`src/rtl/rat_int_ctrl.sv`:
```
// rat_int_ctrl: port-mapped interrupt controller for the RAT MCU.
// Collects up to eight rising-edge sources, latches them as pending,
// masks them, and services the lowest pending index with a one-cycle
// INTERRUPT pulse, then waits for a software ACK and a short holdoff.
//
// Ports:
//   i_clk       MCU clock, all state changes on the rising edge
//   i_reset     synchronous, active-high reset
//   i_irq_in    interrupt source lines (NUM_SRC wide)
//   i_port_id   MCU port ID
//   i_out_port  MCU write data
//   i_io_strb   MCU write strobe
//   o_rd_data   combinational read data, 0 for foreign port IDs
//   o_interrupt one-cycle interrupt pulse to the MCU
//
// Optional feature: define INTC_ACK_TIMEOUT_EN to build the ACK
// timeout counter and the sticky timeout flag (vector bit 7).

module rat_int_ctrl #(
    parameter int unsigned NUM_SRC     = 8,
    parameter logic [7:0]  MASK_ID     = 8'h60,
    parameter logic [7:0]  STATUS_ID   = 8'h61,
    parameter logic [7:0]  VECTOR_ID   = 8'h62,
    parameter logic [7:0]  ACK_ID      = 8'h63,
    parameter int unsigned HOLDOFF_CYC = 4
`ifdef INTC_ACK_TIMEOUT_EN
    ,
    parameter int unsigned TIMEOUT_CYC = 255
`endif
) (
    input  logic               i_clk,
    input  logic               i_reset,
    input  logic [NUM_SRC-1:0] i_irq_in,
    input  logic [7:0]         i_port_id,
    input  logic [7:0]         i_out_port,
    input  logic               i_io_strb,
    output logic [7:0]         o_rd_data,
    output logic               o_interrupt
);

    // Internal source vectors are always 8 bits; bits at or above
    // NUM_SRC are held at zero by this mask.
    localparam logic [7:0] SRC_MSK = 8'((9'd1 << NUM_SRC) - 9'd1);

    typedef enum logic [1:0] {
        S_IDLE,
        S_FIRE,
        S_WAIT_ACK,
        S_HOLDOFF
    } state_t;

    state_t     r_state;
    state_t     w_next;

    logic [7:0] r_prev;
    logic [7:0] r_pending;
    logic [7:0] r_mask;
    logic [7:0] r_hold_cnt;
    logic [2:0] r_vec;

    logic [7:0] w_irq;
    logic [7:0] w_rise;
    logic [7:0] w_elig;
    logic [7:0] w_vec_oh;
    logic [7:0] w_stat_clr;
    logic [7:0] w_clr;
    logic [2:0] w_win;
    logic       w_wr_mask;
    logic       w_wr_status;
    logic       w_wr_ack;
    logic       w_ack_ok;
    logic       w_active;
    logic       w_timeout;
    logic       w_to_flag;

    assign w_irq       = 8'(i_irq_in);
    assign w_rise      = w_irq & ~r_prev;
    assign w_elig      = r_pending & r_mask;
    assign w_vec_oh    = 8'h01 << r_vec;

    assign w_wr_mask   = i_io_strb && (i_port_id == MASK_ID);
    assign w_wr_status = i_io_strb && (i_port_id == STATUS_ID);
    assign w_wr_ack    = i_io_strb && (i_port_id == ACK_ID);

    // The source being serviced is protected from status-register clears;
    // only its ACK retires it.
    assign w_stat_clr  = w_wr_status
                       ? (i_out_port & ~(w_active ? w_vec_oh : 8'h00))
                       : 8'h00;
    assign w_clr       = w_stat_clr | (w_ack_ok ? w_vec_oh : 8'h00);

    // Lowest set index wins: scan downward so the last hit is the lowest.
    always_comb begin
        w_win = 3'd0;
        for (int i = 7; i >= 0; i--) begin
            if (w_elig[i]) w_win = 3'(i);
        end
    end

    always_comb begin
        w_next      = r_state;
        w_ack_ok    = 1'b0;
        w_active    = 1'b0;
        o_interrupt = 1'b0;
        unique case (r_state)
            S_IDLE: begin
                if (|w_elig) w_next = S_FIRE;
            end
            S_FIRE: begin
                w_active    = 1'b1;
                o_interrupt = ~i_reset;
                w_next      = S_WAIT_ACK;
            end
            S_WAIT_ACK: begin
                w_active = 1'b1;
                if (w_wr_ack) begin
                    w_ack_ok = 1'b1;
                    w_next   = S_HOLDOFF;
                end else if (w_timeout) begin
                    w_next = S_HOLDOFF;
                end
            end
            S_HOLDOFF: begin
                if (r_hold_cnt == 8'd0) w_next = S_IDLE;
            end
            default: w_next = S_IDLE;
        endcase
    end

    always_ff @(posedge i_clk) begin
        if (i_reset) r_state <= S_IDLE;
        else         r_state <= w_next;
    end

    always_ff @(posedge i_clk) begin
        // prev tracks the lines even in reset so a line already high
        // does not look like a fresh edge afterwards.
        r_prev <= w_irq;
        if (i_reset) begin
            r_pending  <= 8'h00;
            r_mask     <= 8'h00;
            r_vec      <= 3'd0;
            r_hold_cnt <= 8'd0;
        end else begin
            // Set wins over a same-edge clear.
            r_pending <= (r_pending & ~w_clr) | w_rise;
            if (w_wr_mask) r_mask <= i_out_port & SRC_MSK;
            if (r_state == S_IDLE && (|w_elig)) r_vec <= w_win;
            if (r_state == S_WAIT_ACK && w_next == S_HOLDOFF)
                r_hold_cnt <= 8'(HOLDOFF_CYC - 1);
            else if (r_state == S_HOLDOFF && r_hold_cnt != 8'd0)
                r_hold_cnt <= r_hold_cnt - 8'd1;
        end
    end

`ifdef INTC_ACK_TIMEOUT_EN
    logic [7:0] r_to_cnt;
    logic       r_to_flag;

    assign w_timeout = (r_to_cnt == 8'(TIMEOUT_CYC - 1));
    assign w_to_flag = r_to_flag;

    always_ff @(posedge i_clk) begin
        if (i_reset) begin
            r_to_cnt  <= 8'd0;
            r_to_flag <= 1'b0;
        end else begin
            if (r_state == S_FIRE)
                r_to_cnt <= 8'd0;
            else if (r_state == S_WAIT_ACK)
                r_to_cnt <= r_to_cnt + 8'd1;
            // A timeout leaves pending[vec] set so the source is retried.
            if (w_ack_ok)
                r_to_flag <= 1'b0;
            else if (r_state == S_WAIT_ACK && w_timeout)
                r_to_flag <= 1'b1;
        end
    end
`else
    assign w_timeout = 1'b0;
    assign w_to_flag = 1'b0;
`endif

    always_comb begin
        o_rd_data = 8'h00;
        case (i_port_id)
            MASK_ID:   o_rd_data = r_mask;
            STATUS_ID: o_rd_data = r_pending;
            VECTOR_ID: o_rd_data = {w_to_flag, w_active, 3'b000, r_vec};
            default:   o_rd_data = 8'h00;
        endcase
    end

endmodule

```
`config.mk`:
```
export PLATFORM = sky130hd
export DESIGN_NAME = rat_int_ctrl
export DESIGN_NICKNAME = d
export VERILOG_FILES = /design/src/rtl/rat_int_ctrl.sv
export SDC_FILE = /design/constraint.sdc
export NUM_CORES = 1
export LEC_CHECK = 0
export CAP_MARGIN = 20
export CORE_AREA = 2 2 65 67
export DETAILED_ROUTE_END_ITERATION = 6
export DIE_AREA = 0 0 67 69
export PLACE_DENSITY = 0.87
export SLEW_MARGIN = 20
export SYNTH_ARGS = -nofsm -noshare
export SYNTH_HDL_FRONTEND = slang
export SYNTH_SLANG_ARGS = --single-unit
```
`constraint.sdc`:
```
create_clock -name i_clk -period 2.5 [get_ports i_clk]
set_input_delay 0.25 -clock i_clk [delete_from_list [all_inputs] [get_ports i_clk]]
set_output_delay 0.25 -clock i_clk [all_outputs]
set_load 0.02 [all_outputs]
```
==> metrics.txt <==
status finished clean; Post-Syn Area per Cell 8.44 sq um; minimum clock period ~2.3 ns; Min Hold Slack between 0.4 and 0.5 ns; Max FO, Critical Path 9; type of the worst min-delay path input port to flop; relative slew slack 63.1%; latest clock arrival within the worst-skew pair about 0.29 ns; Chip Width 67 microns; met3 WL 380 microns; DP Area 2360 sq um; row count 23; Startpoint Class input port; max cap viols 0; Leak 0.941 nW; clk sinks 37; Hold Fails Final Rpt 0; Hold-fix buffers, CTS 0; antenna viol nets, final 0; Core Area 3910 sq um; gp weighted congestion 0.943; GRT Residual Overflow 0; Post-Layout Cell Count 320; Iter 0 DRT Violations about 150; Top FF cell, synth dfxtp_1; Die Span Y 69 microns; largest net degree at the start of global routing 29; Synth warnings 0; critical path type input port to output pin; Final Setup Violations 0; Cells after Synth 230; initial antenna violation count 0; RSZ-0062 raised after global routing false; DRC 0; H-tree depth 2; critical path data required time 2.25 ns; Synth top cells by count dfxtp_1, nor2_1, nand2_1; placed cells 312; fraction of layout cells with a size suffix above 1 7.04%; count leader, synth dfxtp_1; CTS max path bufs 2; ANT cells 0; worst-margin pin slew 0.545 ns; Syn Nets 263; leading post-synthesis cells by cell area dfxtp_1, mux2i_1, nor2_1; Max Clock Skew a little over 0.006 ns; Async SR Flop Fraction 0%; clock slew at reported path FFs 0.07 ns; Post-DP HPWL 3320 microns; DIE AREA 4620 sq um; power consumption around 1.3 mW; effective utilization at floorplan 49.6%; Yosys top cell by area dfxtp_1; EDFF count, synth 0; CTS Root Cell clkbuf_8; I/O pin count 36; vias post-DR ~1800; VDD IR-drop max ~0.39 mV; Port-buffer cells 35; post-DR vias/cell approximately 5.6; pins over their slew limit 0; vias in the first global route 1651; P per Cell Area 521 nW/um^2; met1 wire length 1970 microns; Yosys top cell area share 38.1%; Critical Path AT about 2.0 ns; CTS tree done; Final WS setup 0.205 ns; WL final approximately 4400 microns; pre-CTS setup slack -0.0867 ns; final setup TNS 0 ns; flops & latches, synth 37; gr usage total 20.6%; sequential area share after synthesis between 30% and 40%; Avg WL per Cell 13.8 microns; FMAX ~0.44 GHz; Tcrit/Tclk final 91.8%; Layout Utilization 63.2%; uppermost routed layer met4; DR pass1 iterations 4; met2 wire length 1960 microns; cell area after synthesis 1940 sq um; design area ~2500 sq um; Layout Nets 302; Distinct cells, synth 41; total CTS buffers 5; first-pass GRT wire length 7400 microns; # fillers about 330; CP Capture Type output pin; synth-to-layout area growth 27.4%
==> flip-flops by register name, indices dropped and copies added, names as in the netlist <==
register / cells
r_vec: 3
r_state: 2
r_prev: 8
r_mask: 8
r_hold_cnt: 8
r_pending: 8
==> repair_timing <==
item,CTS,global route
buffers inserted,0,0
endpoints found under the setup margin,8,0
gates resized for setup,8,0
==> final timing paths <==
check                    start      endpoint  slack (ns)  depth (start not counted)
hold reg to reg      r_prev[6]  r_pending[6]        0.48                          3
setup reg to reg    r_state[0]  r_pending[6]        0.67                          7
setup / recovery  i_port_id[3]  o_rd_data[4]        0.21                          5
hold / removal     i_irq_in[5]     r_prev[5]        0.42                          1
==> kinds of logic after synthesis <==
| group | after synthesis | synth area share, % |
|---|---|---|
| AO/OA/AOI/OAI | 40 | 14.2 |
| XOR/XNOR | 5 | 2.26 |
| AND/OR/NAND/NOR | 104 | 27.4 |
| multiplexers | 18 | 9.34 |
| adder cells (fa/ha/maj) | 6 | 3.87 |
| flip-flops | 37 | 38.1 |
| buffers and inverters | 20 | 4.77 |
==> placed cells by master (no fill, tap or decap), types with 8 or more instances in the layout <==
master,synthesis,routed
inv_1,10,10
clkdlybuf4s50_1,0,27
dlygate4sd2_1,0,8
nor3_1,11,11
mux2i_1,17,17
nand2_1,23,23
dfxtp_1,37,37
nand3_1,16,16
nor2_1,30,30
a21oi_1,13,13
==> cell type report <==
type | instances | area [sq um] | share of cell area [%]
flip-flops and latches | 37 | 741 | 29.9
well taps | 50 | 62.6 | 2.53
repair buffers | 42 | 405 | 16.4
clock inverters | 2 | 37.5 | 1.52
clock buffers | 6 | 82.6 | 3.34
multi-input cells | 173 | 1110 | 44.8
inverters | 10 | 37.5 | 1.52
==> power breakdown <==
part	switching [mW]	internal, mW	total [mW]
registers	0.0134	0.607	0.621
clock network	0.212	0.324	0.536
logic	0.0633	0.0696	0.133
==> critical path, stage by stage <==
cell and delay (ns):
clkdlybuf4s50_1 0.40, or4b_4 0.53, or2_1 0.33, nor3_1 0.18, dlygate4sd2_1 0.35
==> layer usage <==
metal	vias to the layer above	GRT usage (%)
li1	898	-
met1	803	27.5
met2	73	30.8
met3	9	5.06
met4	0	9.52
met5	-	0
No activity file was read; power rests on OpenSTA's default activity.
